$ cat src/rtl/nco_voice_allocator.sv
// Polyphony scheduler: maps note-on/off events onto a bank of NCO voices,
// driving one-hot F/A load strobes, a shared load bus and per-voice gates.
module nco_voice_allocator #(
    parameter int NUM_VOICES = 4,
    parameter int VIDX_W     = 2
) (
    input  logic                  Clk,
    input  logic                  Reset,
    input  logic                  note_valid,
    output logic                  note_ready,
    input  logic                  note_on,
    input  logic [6:0]            note_num,
    input  logic [23:0]           note_F,
    input  logic [15:0]           note_A,
    input  logic                  panic,
    output logic [23:0]           F_bus,
    output logic [15:0]           A_bus,
    output logic [NUM_VOICES-1:0] loadF,
    output logic [NUM_VOICES-1:0] loadA,
    output logic [NUM_VOICES-1:0] key_on,
    output logic                  steal_pulse
);

    typedef enum logic [1:0] {IDLE, LOOKUP, RELEASE, LOAD} state_t;

    state_t                  state_q, state_d;
    logic                    ready_q, ready_d;
    logic                    ev_on_q, ev_on_d;
    logic [6:0]              ev_num_q, ev_num_d;
    logic [23:0]             ev_f_q, ev_f_d;
    logic [15:0]             ev_a_q, ev_a_d;
    logic [VIDX_W-1:0]       vsel_q, vsel_d;
    logic [VIDX_W-1:0]       steal_ptr_q, steal_ptr_d;
    logic [NUM_VOICES-1:0]   key_on_q, key_on_d;
    logic [NUM_VOICES-1:0]   load_q, load_d;
    logic [23:0]             f_bus_q, f_bus_d;
    logic [15:0]             a_bus_q, a_bus_d;
    logic                    steal_q, steal_d;
    logic [6:0]              voice_note_q [NUM_VOICES];
    logic [6:0]              voice_note_d [NUM_VOICES];

    logic                    accept;
    logic                    match_found, free_found;
    logic [VIDX_W-1:0]       match_idx, free_idx;

    assign accept = note_valid && ready_q && !panic;

    // Lowest-index sounding match and lowest-index free voice
    always_comb begin
        match_found = 1'b0;
        match_idx   = '0;
        free_found  = 1'b0;
        free_idx    = '0;
        for (int i = 0; i < NUM_VOICES; i++) begin
            if (!match_found && key_on_q[i] && voice_note_q[i] == ev_num_q) begin
                match_found = 1'b1;
                match_idx   = VIDX_W'(i);
            end
            if (!free_found && !key_on_q[i]) begin
                free_found = 1'b1;
                free_idx   = VIDX_W'(i);
            end
        end
    end

    always_ff @(posedge Clk) begin
        if (Reset) state_q <= IDLE;
        else       state_q <= state_d;
    end

    always_comb begin
        state_d = state_q;
        unique case (state_q)
            IDLE:    if (accept) state_d = LOOKUP;
            LOOKUP: begin
                if (!ev_on_q)         state_d = IDLE;
                else if (match_found) state_d = RELEASE;
                else if (free_found)  state_d = LOAD;
                else                  state_d = RELEASE;
            end
            RELEASE: state_d = LOAD;
            LOAD:    state_d = IDLE;
            default: state_d = IDLE;
        endcase
        if (panic) state_d = IDLE;
    end

    always_comb begin
        ev_on_d      = ev_on_q;
        ev_num_d     = ev_num_q;
        ev_f_d       = ev_f_q;
        ev_a_d       = ev_a_q;
        vsel_d       = vsel_q;
        steal_ptr_d  = steal_ptr_q;
        key_on_d     = key_on_q;
        steal_d      = 1'b0;
        voice_note_d = voice_note_q;
        if (accept) begin
            ev_on_d  = note_on;
            ev_num_d = note_num;
            ev_f_d   = note_F;
            ev_a_d   = note_A;
        end
        unique case (state_q)
            LOOKUP: begin
                if (!ev_on_q) begin
                    if (match_found) key_on_d[match_idx] = 1'b0;
                end else if (match_found) begin
                    vsel_d = match_idx;
                end else if (free_found) begin
                    vsel_d = free_idx;
                end else begin
                    vsel_d  = steal_ptr_q;
                    steal_d = 1'b1;
                    if (steal_ptr_q == VIDX_W'(NUM_VOICES - 1)) steal_ptr_d = '0;
                    else steal_ptr_d = steal_ptr_q + VIDX_W'(1);
                end
            end
            RELEASE: key_on_d[vsel_q] = 1'b0;
            LOAD: begin
                key_on_d[vsel_q]     = 1'b1;
                voice_note_d[vsel_q] = ev_num_q;
            end
            default: ;
        endcase
        if (panic) begin
            key_on_d    = '0;
            steal_d     = 1'b0;
            steal_ptr_d = steal_ptr_q;
        end
        // Strobes and bus are registered so they line up with the LOAD cycle
        load_d  = (state_d == LOAD) ? (NUM_VOICES'(1) << vsel_d) : '0;
        f_bus_d = (state_d == LOAD) ? ev_f_q : f_bus_q;
        a_bus_d = (state_d == LOAD) ? ev_a_q : a_bus_q;
        ready_d = (state_d == IDLE) && !panic;
    end

    always_ff @(posedge Clk) begin
        if (Reset) begin
            ready_q     <= 1'b1;
            ev_on_q     <= 1'b0;
            ev_num_q    <= '0;
            ev_f_q      <= '0;
            ev_a_q      <= '0;
            vsel_q      <= '0;
            steal_ptr_q <= '0;
            key_on_q    <= '0;
            load_q      <= '0;
            f_bus_q     <= '0;
            a_bus_q     <= '0;
            steal_q     <= 1'b0;
            for (int i = 0; i < NUM_VOICES; i++) voice_note_q[i] <= '0;
        end else begin
            ready_q      <= ready_d;
            ev_on_q      <= ev_on_d;
            ev_num_q     <= ev_num_d;
            ev_f_q       <= ev_f_d;
            ev_a_q       <= ev_a_d;
            vsel_q       <= vsel_d;
            steal_ptr_q  <= steal_ptr_d;
            key_on_q     <= key_on_d;
            load_q       <= load_d;
            f_bus_q      <= f_bus_d;
            a_bus_q      <= a_bus_d;
            steal_q      <= steal_d;
            voice_note_q <= voice_note_d;
        end
    end

    assign note_ready  = ready_q;
    assign F_bus       = f_bus_q;
    assign A_bus       = a_bus_q;
    assign loadF       = load_q;
    assign loadA       = load_q;
    assign key_on      = key_on_q;
    assign steal_pulse = steal_q;

endmodule

$ cat config.mk
export PLATFORM = sky130hd
export DESIGN_NAME = nco_voice_allocator
export DESIGN_NICKNAME = d
export VERILOG_FILES = /design/src/rtl/nco_voice_allocator.sv
export SDC_FILE = /design/constraint.sdc
export NUM_CORES = 1
export LEC_CHECK = 0
export ABC_AREA = 1
export CORE_ASPECT_RATIO = 0.75
export CORE_MARGIN = 4
export CORE_UTILIZATION = 40
export DETAILED_ROUTE_END_ITERATION = 7
export PLACE_DENSITY = 0.68
export RECOVER_POWER = 50
export SYNTH_ARGS = -nofsm -noshare
export SYNTH_HDL_FRONTEND = slang
export SYNTH_SLANG_ARGS = --single-unit
$ cat constraint.sdc
create_clock -name Clk -period 1.9 [get_ports Clk]
set_input_delay 0.38 -clock Clk [delete_from_list [all_inputs] [get_ports Clk]]
set_output_delay 0.38 -clock Clk [all_outputs]
set_load 0.005 [all_outputs]
==> tab_implementation.tex, run 1 <==
\begin{tabular}{lr}
\hline
Metric & Value \\
\hline
\multicolumn{2}{l}{\textbf{Worst setup path}} \\
CP max FO & 7 \\
Kind of critical path & reg2reg \\
Startpoint types & flop \\
Ordered list of cells on the worst path & buf\_4, nand2\_1, nand2\_1, nor2\_1, nand2\_2, nor2\_4, nor2\_4, nand3\_4, nand2\_8, nand2\_8, buf\_6, nand2\_1, nand2\_1, inv\_1 \\
Cell depth of the worst flop-to-flop path & 14 \\
Data required time at the worst endpoint & 2.21 ns \\
CP Depth & 14 \\
First element of the critical path & ev\_num\_q[1] \\
End point of the critical path & A\_bus[5] \\
Slowest stage cell, crit path & dfxtp\_2 \\
Capturing point of the worst reg2reg path & A\_bus[5] \\
Crit path capture type & flop \\
CP dominant cell by count & nand2\_1 \\
Delay of the slowest cell on the worst path & 0.33 ns \\
Bufs and invs on worst path & 3 \\
Reg-to-reg slack, setup & roughly 0.043 ns \\
Crit path DAT & 2.17 ns \\
Launch instance of the worst register-to-register path & ev\_num\_q[1] \\
Kind of cell with the highest combined delay on the critical path & simple AND/OR/NAND/NOR gates \\
\multicolumn{2}{l}{\textbf{Global routing}} \\
Wire length of the first global-routing pass & 25.6 mm \\
Via count of the first global-routing pass & 5293 \\
Residual overflow from global routing & 0 \\
Number of antenna violations at the first check in global routing & 1 \\
Total GRT Usage & 18.4\% \\
Pin count of the biggest net entering global routing & 48 \\
\multicolumn{2}{l}{\textbf{Clocking}} \\
Clock tree root buffer cell & clkbuf\_16 \\
Clock latency of the later-clocked register in the worst-skew pair & about 0.4 ns \\
Clock Pin Slew Worst Setup and Hold Paths & 0.06 ns \\
TritonCTS clock tree & done \\
Post-CTS Hold Fix Bufs & 0 \\
Number of buffers inserted during clock tree synthesis & 17 \\
Number of clock sinks & 132 \\
Buffer levels on the longest clock path & 2 \\
H-tree depth reported by CTS & 4 \\
\multicolumn{2}{l}{\textbf{Final layout}} \\
Total Nets Final & 1104 \\
Fin util & 57.4\% \\
Filler cell count & 1419 \\
Share of cells above drive strength 1 & 13.7\% \\
Count of inserted antenna diode cells & 0 \\
Multi-input gate area in the final layout & 2710 µm² \\
Storage element area & 2660 µm² \\
Synthesis-to-layout area growth & 38.6\% \\
\multicolumn{2}{l}{\textbf{Floorplan}} \\
Die outline height & 115 µm \\
Horizontal die dimension & 150 µm \\
I/O pins & 106 \\
Standard-cell rows & 38 \\
Core Region & 14700 µm² \\
Die area & between 15000 and 20000 µm² \\
Initial core utilization & 41.4\% \\
\multicolumn{2}{l}{\textbf{Hold path}} \\
Class of the tightest hold or removal check & reg2reg \\
Worst min-delay path startpoint & ev\_f\_q[17] \\
\multicolumn{2}{l}{\textbf{Timing}} \\
Fraction of the cycle the final worst path needs & 97.7\% \\
Final count of hold timing violations & 0 \\
Number of setup violations in the final report & 0 \\
Unrepaired setup endpoints after global routing & true \\
Final Max Tran Viols & 0 \\
Tmin final & roughly 1.9 ns \\
Slew @ Worst Pin & slightly below 0.7 ns \\
Smallest hold slack & 0.451 ns \\
Relative slew slack & 54.5\% \\
Setup Skew & about 0.011 ns \\
Highest clock frequency the design can meet & 538 MHz \\
\multicolumn{2}{l}{\textbf{Logic synthesis}} \\
Leading area contributor after synthesis & dfxtp\_1 \\
Top cell type's share of synthesized area & 43.5\% \\
Area share of xor/xnor cells in the synthesized design & 0\% \\
Share of the yosys chip area belonging to registers & 43.5\% \\
Cell area after synthesis & 6080 µm² \\
Count of state elements after synthesis & 132 \\
Synthesis Warnings & 0 \\
Prevailing post-synth register cell & dfxtp\_1 \\
Fraction of the mapped netlist area in simple logic gates & 28.8\% \\
Synth Net Count & just under 1000 \\
Post-synthesis mux area share & 0\% \\
Combinational family with the most area after synthesis & simple AND/OR/NAND/NOR gates \\
Distinct cell type count after synthesis & 26 \\
Leading cell types by total area after synthesis & dfxtp\_1, nand2\_1, inv\_1 \\
Share of the synthesized area in compound gates (AO/OA/AOI/OAI) & between 10\% and 20\% \\
Cell count after synthesis & 916 \\
Share of flip-flops with an asynchronous set or reset & 0\% \\
Synthesized area per cell & 6.64 µm² \\
Number of enable-type register cells in the synthesized netlist & 0 \\
Area share of fa/ha/maj cells after synthesis & less than 1\% \\
\multicolumn{2}{l}{\textbf{Placement}} \\
Detailed Place HPWL & 11.1 mm \\
Number of I/O port buffers & 105 \\
Weighted congestion at the end of routability-driven global placement & 0.943 \\
\multicolumn{2}{l}{\textbf{Drt}} \\
Total routed wirelength & 16.3 mm \\
Vias & $\sim$6000 \\
TritonRoute pass-1 iters & 5 \\
Post-route ant nets & 0 \\
\# DRC & 0 \\
First-iteration detailed-routing DRC count & $\sim$500 \\
Detailed-route vias per instance & 4.68 \\
Average wire length per cell after detail routing & about 13 µm \\
\multicolumn{2}{l}{\textbf{Power and ir drop}} \\
Highest ir drop seen on vdd & about 630 µV \\
Leakage Power & 3.95 nW \\
Power density over the cells & 817 nW/µm² \\
\multicolumn{2}{l}{\textbf{Job}} \\
Number of maximum-capacitance constraint violations & 0 \\
\multicolumn{2}{l}{\textbf{Status}} \\
Status & finished, final reports clean \\
\hline
\end{tabular}
report_power, final:
| part | internal (mW) | switching [mW] |
|---|---|---|
| registers | 2.84 | 0.0311 |
| logic | 0.277 | 0.330 |
| clock network | 2.12 | 1.29 |
| total | 5.24 | 1.65 |
what timing repair did:
item                       4_1_cts  5_1_grt
setup buffers                    0        3
cloned                           0        3
pin swaps                        0       12
resized for setup                2       42
setup endpoints to repair       47       53
stage by stage:
| step | cells | setup WS (ns) | power, mW | cell area, µm² | TNS [ns] |
|---|---|---|---|---|---|
| 5_1_grt | 1264 | -0.0748 | 7.15 | 8430 | -2.06 |
| 2_1_floorplan | 916 | 0.280 | 3.25 | 6080 | 0 |
| 3_5_place_dp | 1226 | -0.109 | 3.51 | 7600 | -3.52 |
| 4_1_cts | 1258 | 0.0183 | 6.91 | 8220 | 0 |
| 3_3_place_gp | 1226 | -0.0589 | 3.50 | 7600 | -1.59 |
| 6_report | 1264 | 0.0429 | 6.89 | 8430 | 0 |
worst register-to-register path, delay by kind of cell, from the launching register on:
| family | cells | cell delay, ns |
|---|---|---|
| AND/OR/NAND/NOR | 11 | 1.09 |
| buffers and inverters | 3 | 0.36 |
| flip-flops | 1 | 0.33 |
layout make-up:
type | instances | share of cell area [%]
Timing Repair Buffer | 166 | 19.5
Clock buffer | 19 | 5.26
Sequential cell | 132 | 31.5
Inverter | 142 | 6.50
Multi-Input combinational cell | 592 | 32.2
Clock inverter | 13 | 2.03
Tap cell | 200 | 2.97
state kept, by name, summed over array words and instances (netlist names):
| register | count |
|---|---|
| voice_note_q | 28 |
| F_bus | 24 |
| ev_f_q | 24 |
| A_bus | 16 |
| ev_a_q | 16 |
| ev_num_q | 7 |
| key_on | 4 |
| loadA | 4 |
| state_q | 2 |
| steal_ptr_q | 2 |
| vsel_q | 2 |
| ev_on_q | 1 |
| note_ready | 1 |
| steal_pulse | 1 |
how the worst min path moves through the flow:
stage | endpoint | slack (ns) | depth (start not counted)
4_1_cts | ev_f_q[3] | 0.45 | 2
6_report | ev_f_q[17] | 0.45 | 2
3_5_place_dp | ev_f_q[3] | 0.44 | 2
2_1_floorplan | ev_a_q[0] | 0.43 | 2
5_1_grt | ev_a_q[6] | 0.47 | 2
3_3_place_gp | ev_a_q[5] | 0.44 | 2
logic make-up after synthesis:
logic type | after synthesis
AND/OR/NAND/NOR | 424
buffers and inverters | 192
AO/OA/AOI/OAI | 167
flip-flops | 132
adder cells (fa/ha/maj) | 1
cells in the mapped netlist, types with 5 or more instances:
cell and count:
nand2_2 12, buf_6 8, nand2_1 275, nor2_2 8, inv_4 6, o21ai_0 83, clkbuf_1 31, nor2_1 63
buf_4 5, inv_1 132, a21oi_1 81, dfxtp_1 132, buf_2 5, nand3_1 53
placed cells by master, fill, tap and decap left out, types with 6 or more instances in the layout:
cell type | Yosys | routed
nand2_1 | 275 | 264
buf_4 | 5 | 42
clkbuf_16 | 0 | 19
dfxtp_1 | 132 | 125
inv_4 | 6 | 6
nor2_2 | 8 | 7
clkdlybuf4s50_1 | 0 | 104
a21oi_1 | 81 | 81
nor2_1 | 63 | 59
buf_12 | 0 | 6
nand2_2 | 12 | 21
inv_1 | 132 | 132
o21ai_0 | 83 | 82
nand3_1 | 53 | 52
per-layer routing:
layer / global-route usage, % / share of wire, % / vias up
met3: 4.49 / 6.3 / 18
met2: 26.9 / 41 / 152
met4: 4.75 / 0.89 / 2
met5: 0 / 0.080 / -
li1: - / - / 3095
met1: 27.2 / 51 / 2649
No activity file was read; power rests on OpenSTA's default activity.
==> run 2: changes to the inputs <==
--- a/config.mk
+++ b/config.mk
@@ -8,9 +8,9 @@
 export ABC_AREA = 1
 export CORE_ASPECT_RATIO = 0.75
 export CORE_MARGIN = 4
-export CORE_UTILIZATION = 40
+export CORE_UTILIZATION = 30
 export DETAILED_ROUTE_END_ITERATION = 7
-export PLACE_DENSITY = 0.68
+export PLACE_DENSITY = 0.55
 export RECOVER_POWER = 50
 export SYNTH_ARGS = -nofsm -noshare
 export SYNTH_HDL_FRONTEND = slang
==> run 2 against run 1 <==
Cell count grew 4.4%. Power grew 2.0%. Flip-flop and latch count is the same. Combinational power grew 4.9%. Sequential share of layout area shrank 0.83 points. Wire length grew 7.4%. Clock-buffer cell count is the same. Via count shrank 0.73%. Cell area grew 2.9%. Sequential power is essentially flat. Global-route usage shrank 3.4 points.
==> tab_implementation.tex, run 2 (synthesis gave the netlist of run 1 again) <==
\begin{tabular}{lr}
\hline
Metric & Value \\
\hline
\multicolumn{2}{l}{\textbf{Worst setup path}} \\
Kind of cell with the highest combined delay on the critical path & simple AND/OR/NAND/NOR gates \\
CP max FO & 6 \\
Data required time at the worst endpoint & between 2 and 2.5 ns \\
Ordered list of cells on the worst path & buf\_12, inv\_8, nand2\_2, nand2\_2, nor2\_1, nand2\_1, nor2\_2, nor2\_4, nand3\_2, nand2\_4, nand2\_8, clkbuf\_16, nand2\_1, nand2\_1, inv\_1 \\
Slowest stage cell, crit path & dfxtp\_4 \\
Delay of the slowest cell on the worst path & 0.37 ns \\
Bufs and invs on worst path & 4 \\
Startpoint types & flop \\
Crit path capture type & flop \\
Crit path DAT & 2.16 ns \\
CP dominant cell by count & nand2\_1 \\
Kind of critical path & reg2reg \\
\multicolumn{2}{l}{\textbf{Final layout}} \\
Most common cell after layout, fill and taps aside & nand2\_1 \\
Count of inserted antenna diode cells & 0 \\
Synthesis-to-layout area growth & 42.7\% \\
Total Nets Final & 1107 \\
Fin util & 44.1\% \\
Final std cells w/o fill & about 1300 \\
Share of cells above drive strength 1 & 15.7\% \\
Top reg by flops & voice\_note\_q \\
Area of all placed cells without fillers & 8670 µm² \\
Most frequent cells in the layout & nand2\_1, inv\_1, dfxtp\_1 \\
Number of flip-flops in the largest register & 28 \\
\multicolumn{2}{l}{\textbf{Timing}} \\
Fraction of the cycle the final worst path needs & 97.1\% \\
Number of setup violations in the final report & 0 \\
Final count of hold timing violations & 0 \\
Slew @ Worst Pin & $\sim$0.7 ns \\
Final Max Tran Viols & 0 \\
Tmin final & around 1.8 ns \\
Relative slew slack & 52.5\% \\
Highest clock frequency the design can meet & 542 MHz \\
Setup Skew & 0.0134 ns \\
Smallest hold slack & $\sim$0.45 ns \\
Setup TNS after final layout & 0 ns \\
Unrepaired setup endpoints after global routing & true \\
PnR worst setup slack & roughly 0.055 ns \\
\multicolumn{2}{l}{\textbf{Clocking}} \\
TritonCTS clock tree & done \\
Clock Pin Slew Worst Setup and Hold Paths & approximately 0.060 ns \\
Clock latency of the later-clocked register in the worst-skew pair & 0.41 ns \\
Clock tree root buffer cell & clkbuf\_16 \\
Number of clock sinks & between 100 and 150 \\
Number of buffers inserted during clock tree synthesis & 17 \\
Buffer levels on the longest clock path & 2 \\
Post-CTS Hold Fix Bufs & 0 \\
H-tree depth reported by CTS & 4 \\
\multicolumn{2}{l}{\textbf{Status}} \\
Status & finished, final reports clean \\
\multicolumn{2}{l}{\textbf{Global routing}} \\
Residual overflow from global routing & 0 \\
Number of antenna violations at the first check in global routing & 1 \\
Pin count of the biggest net entering global routing & 91 \\
Total GRT Usage & between 10\% and 20\% \\
Wire length of the first global-routing pass & 27.5 mm \\
Via count of the first global-routing pass & 5407 \\
\multicolumn{2}{l}{\textbf{Placement}} \\
Setup Slack @ Placement & -0.189 ns \\
Number of I/O port buffers & 105 \\
Post-Place Cells & 1278 \\
Weighted congestion at the end of routability-driven global placement & 0.859 \\
Placed instance area & 7700 µm² \\
Detailed Place HPWL & approximately 12 mm \\
\multicolumn{2}{l}{\textbf{Power and ir drop}} \\
Leakage Power & 4.03 nW \\
Total power & 7.03 mW \\
Highest ir drop seen on vdd & 399 µV \\
Power density over the cells & around 810 nW/µm² \\
\multicolumn{2}{l}{\textbf{Drt}} \\
Metal2 WL & 7.03 mm \\
Total routed wirelength & 17.5 mm \\
Detailed-route vias per instance & 4.45 \\
\# DRC & 0 \\
Vias & slightly below 6000 \\
Average wire length per cell after detail routing & 13.3 µm \\
Sum of routed wire segments on met1 & 9.26 mm \\
First-iteration detailed-routing DRC count & 453 \\
TritonRoute pass-1 iters & 5 \\
Uppermost signal routing layer after detailed routing & met5 \\
Post-route ant nets & 0 \\
Met3 routed WL & 1.06 mm \\
\multicolumn{2}{l}{\textbf{Floorplan}} \\
Die outline height & 131 µm \\
I/O pins & 106 \\
Horizontal die dimension & 172 µm \\
Core Region & 19700 µm² \\
Standard-cell rows & 44 \\
Die area & 22600 µm² \\
Initial core utilization & 30.9\% \\
\multicolumn{2}{l}{\textbf{Hold path}} \\
Class of the tightest hold or removal check & reg2reg \\
\multicolumn{2}{l}{\textbf{Job}} \\
Number of maximum-capacitance constraint violations & 0 \\
\hline
\end{tabular}
-- run 2: cell types whose count changed in the layout (fill, tap and decap cells not counted), sizes merged --
| cell | delta |
|---|---|
| clkbuf | +2 |
| dlygate4sd2 | +1 |
| buf | +1 |
| dlygate4sd3 | -1 |
| bufinv | +1 |
| clkinv | +6 |
| clkinvlp | -3 |
| inv | -5 |
-- run 2: area by class of cell --
| type | count | area, µm² |
|---|---|---|
| fill | 1987 | 11000 |
| multi-input combinational | 592 | 2760 |
| sequential | 132 | 2660 |
| timing repair buffer | 169 | 1740 |
| inverter | 142 | 559 |
| clock buffer | 19 | 453 |
| tap | 253 | 317 |
| clock inverter | 12 | 178 |
-- run 2: repair_timing --
item	CTS	global route
buffers inserted	0	4
setup endpoints to repair	43	53
pin swaps	0	18
cloned	0	6
resized for setup	6	61
-- run 2: worst paths after layout --
kind | endpoint | slack, ns | from | cells past startpoint
max | F_bus[7] | 0.06 | ev_num_q[0] | 15
min | ev_f_q[9] | 0.45 | ev_f_q[9] | 2
max reg2reg | F_bus[7] | 0.06 | ev_num_q[0] | 15
min reg2reg | ev_f_q[9] | 0.45 | ev_f_q[9] | 2
-- run 2: worst reg2reg max path: cells and delay by family, from the launching register on --
kind	cells	cell delay, ns
buf+inv	4	0.39
flops	1	0.37
simple gates	11	0.97
-- run 2: report_power, final --
| part | switching, mW | leakage [nW] | total (mW) | internal, mW |
|---|---|---|---|---|
| logic | 0.340 | 2.64 | 0.637 | 0.297 |
| clock network | 1.25 | 0.309 | 3.51 | 2.26 |
| registers | 0.0343 | 1.08 | 2.87 | 2.84 |
| total | 1.63 | 4.03 | 7.03 | 5.40 |
-- run 2: routing by layer --
layer	vias to the layer above	global-route usage (%)
met3	12	3.75
li1	3110	-
met2	157	21.2
met1	2592	22.4
met4	2	4.28
met5	-	0
==> run 3: changes to the inputs <==
--- a/config.mk
+++ b/config.mk
@@ -8,9 +8,9 @@
 export ABC_AREA = 1
 export CORE_ASPECT_RATIO = 0.75
 export CORE_MARGIN = 4
-export CORE_UTILIZATION = 30
+export CORE_UTILIZATION = 35
 export DETAILED_ROUTE_END_ITERATION = 7
-export PLACE_DENSITY = 0.55
+export PLACE_DENSITY = 0.62
 export RECOVER_POWER = 50
 export SYNTH_ARGS = -nofsm -noshare
 export SYNTH_HDL_FRONTEND = slang
==> constraint.sdc (replaced) <==
create_clock -name Clk -period 1.74 [get_ports Clk]
set_input_delay 0.348 -clock Clk [delete_from_list [all_inputs] [get_ports Clk]]
set_output_delay 0.348 -clock Clk [all_outputs]
set_load 0.005 [all_outputs]
==> run 3 against run 2 <==
The flow now finishes with violations (setup timing). Combinational power increased by 22%. Global-route usage increased by 1.8 points. Critical path depth shrank 1. Hold slack got worse by 0.0017 ns. Critical path type unchanged. Largest cell class unchanged.
==> tab_implementation.tex, run 3 (synthesis gave the netlist of run 1 again) <==
\begin{tabular}{lr}
\hline
Metric & Value \\
\hline
\multicolumn{2}{l}{\textbf{Status}} \\
Status & finished with violations \\
Violated checks & setup timing \\
\multicolumn{2}{l}{\textbf{Power and ir drop}} \\
Power density over the cells & 850 nW/µm² \\
P\_int & approximately 5.9 mW \\
Highest ir drop seen on vdd & 595 µV \\
Switching share of power & 23.5\% \\
Total power & 7.66 mW \\
Clk network pwr share & 49.0\% \\
Seq pwr share & 40.9\% \\
Logic pwr share & between 10\% and 20\% \\
Net switching component of the power & 1.80 mW \\
Leakage Power & approximately 4.2 nW \\
\multicolumn{2}{l}{\textbf{Final layout}} \\
Count of inserted antenna diode cells & 0 \\
Total Nets Final & 1127 \\
Share of cells above drive strength 1 & approximately 22\% \\
Synthesis-to-layout area growth & 48.4\% \\
Number of flip-flops in the largest register & 28 \\
Top reg by flops & voice\_note\_q \\
Filler cell count & 1677 \\
Fin util & 53.3\% \\
Most frequent cells in the layout & nand2\_1, inv\_1, dfxtp\_1 \\
Most common cell after layout, fill and taps aside & nand2\_1 \\
\multicolumn{2}{l}{\textbf{Global routing}} \\
Wire length of the first global-routing pass & 26.6 mm \\
Total GRT Usage & 16.8\% \\
Number of antenna violations at the first check in global routing & 1 \\
Pin count of the biggest net entering global routing & 92 \\
Via count of the first global-routing pass & $\sim$5300 \\
Residual overflow from global routing & 0 \\
\multicolumn{2}{l}{\textbf{Drt}} \\
Total routed wirelength & 17.1 mm \\
\# DRC & 0 \\
Post-route ant nets & 0 \\
First-iteration detailed-routing DRC count & 360 \\
TritonRoute pass-1 iters & 5 \\
Average wire length per cell after detail routing & 13.2 µm \\
Vias & 6030 \\
Detailed-route vias per instance & approximately 4.6 \\
\multicolumn{2}{l}{\textbf{Worst setup path}} \\
Data required time at the worst endpoint & approximately 2.1 ns \\
Crit path DAT & roughly 2.2 ns \\
Crit path capture type & flop \\
Launch instance of the worst register-to-register path & ev\_num\_q[6] \\
Reg-to-reg slack, setup & -0.09 ns \\
End point of the critical path & F\_bus[7] \\
Startpoint types & flop \\
CP max FO & 7 \\
Capturing point of the worst reg2reg path & F\_bus[7] \\
First element of the critical path & ev\_num\_q[6] \\
Cell depth of the worst flop-to-flop path & 14 \\
Kind of critical path & reg2reg \\
\multicolumn{2}{l}{\textbf{Floorplan}} \\
Die outline height & about 120 µm \\
Initial core utilization & 35.9\% \\
Core Region & 16900 µm² \\
Horizontal die dimension & 160 µm \\
I/O pins & 106 \\
Standard-cell rows & 41 \\
Die area & a little under 20000 µm² \\
\multicolumn{2}{l}{\textbf{Timing}} \\
Smallest hold slack & 0.449 ns \\
Relative slew slack & 65.4\% \\
Slew @ Worst Pin & 0.518 ns \\
Setup Skew & 0.00967 ns \\
PnR worst setup slack & -0.0918 ns \\
Fraction of the cycle the final worst path needs & 105\% \\
Final count of hold timing violations & 0 \\
Highest clock frequency the design can meet & around 550 MHz \\
Final Max Tran Viols & 0 \\
Unrepaired setup endpoints after global routing & true \\
Number of setup violations in the final report & 40 \\
Tmin final & approximately 1.8 ns \\
\multicolumn{2}{l}{\textbf{Clocking}} \\
Clock latency of the later-clocked register in the worst-skew pair & approximately 0.42 ns \\
Number of clock sinks & 132 \\
Buffer levels on the longest clock path & 2 \\
Number of buffers inserted during clock tree synthesis & 17 \\
Clock Pin Slew Worst Setup and Hold Paths & 0.06 ns \\
TritonCTS clock tree & done \\
Clock tree root buffer cell & clkbuf\_16 \\
H-tree depth reported by CTS & 4 \\
Post-CTS Hold Fix Bufs & 0 \\
\multicolumn{2}{l}{\textbf{Hold path}} \\
Class of the tightest hold or removal check & reg2reg \\
\multicolumn{2}{l}{\textbf{Placement}} \\
Weighted congestion at the end of routability-driven global placement & 0.852 \\
Number of I/O port buffers & between 100 and 150 \\
Detailed Place HPWL & 11.2 mm \\
Setup Slack @ Placement & -0.227 ns \\
\multicolumn{2}{l}{\textbf{Job}} \\
Number of maximum-capacitance constraint violations & 0 \\
\hline
\end{tabular}
[run 3: changes by cell type in the layout (fill, tap and decap cells not counted), moves of 3 or more]
cell	before	now
buf_4	42	48
buf_6	5	16
clkbuf_2	0	3
clkdlybuf4s50_1	104	101
dfxtp_1	123	119
dfxtp_4	3	7
nand2_1	251	223
nand2_2	32	57
nand2_4	4	7
nand3_1	51	42
nand3_2	2	11
nor2_1	58	46
nor2_2	5	15
[run 3: metrics by stage]
step / cells / TNS [ns] / instance area, µm²
after floorplan: 916 / 0 / 6080
after global placement: 1258 / -8.65 / 7770
after detailed placement: 1258 / -9.38 / 7770
after CTS: 1289 / -2.51 / 8430
after global routing: 1301 / -6.59 / 9020
final: 1301 / -2.91 / 9020
[run 3: final cells by class]
type | instances | area, µm² | share of cell area [%]
multi-input combinational | 592 | 2950 | 32.7
sequential | 132 | 2680 | 29.7
timing repair buffer | 189 | 1960 | 21.7
inverter | 142 | 556 | 6.16
clock buffer | 17 | 425 | 4.72
tap | 215 | 269 | 2.98
clock inverter | 14 | 186 | 2.07
[run 3: how the worst min path moves through the flow]
stage,startpoint,endpoint,slack [ns],cells after the start
after floorplan,Reset,steal_pulse,0.42,1
after global placement,ev_f_q[2],ev_f_q[2],0.44,2
after detailed placement,ev_f_q[2],ev_f_q[2],0.44,2
after CTS,ev_f_q[2],ev_f_q[2],0.45,2
after global routing,ev_f_q[2],ev_f_q[2],0.47,2
final,ev_f_q[8],ev_f_q[8],0.45,2
[run 3: power by group through the flow]
stage / registers, mW / logic [mW] / clock network, mW
after CTS: 3.14 / 0.676 / 3.83
after floorplan: 3.19 / 0.358 / 0
after detailed placement: 3.20 / 0.665 / 0
after global routing: 3.14 / 0.855 / 3.96
final: 3.14 / 0.775 / 3.75
after global placement: 3.20 / 0.663 / 0
[run 3: metal layers]
metal	part of all wire [%]	global-route usage, %	vias up
li1	-	-	3150
met1	51	24.6	2705
met2	42	23.7	158
met3	5.7	5.48	15
met4	0.63	4.62	2
met5	0.12	0	-
[run 3: worst max-delay path, cell delays in order (launching register included)]
cell and delay (ns):
dfxtp_4 0.37, buf_6 0.14, nand2_1 0.06, nand2_1 0.04, nor2_1 0.13, nand2_2 0.10, nor2_4 0.15, nor2_4 0.05
nand3_2 0.10, nand2_4 0.11, nand2_8 0.15, clkbuf_16 0.17, nand2_1 0.05, nand2_1 0.06, inv_1 0.03
[run 3: timing repair]
| item | in CTS | in global routing |
|---|---|---|
| setup endpoints to repair | 56 | 54 |
| gates resized for setup | 24 | 126 |
| endpoints found under the hold margin | 0 | 0 |
| cloned | 0 | 7 |
| pin swaps | 0 | 64 |
| buffers inserted | 0 | 5 |
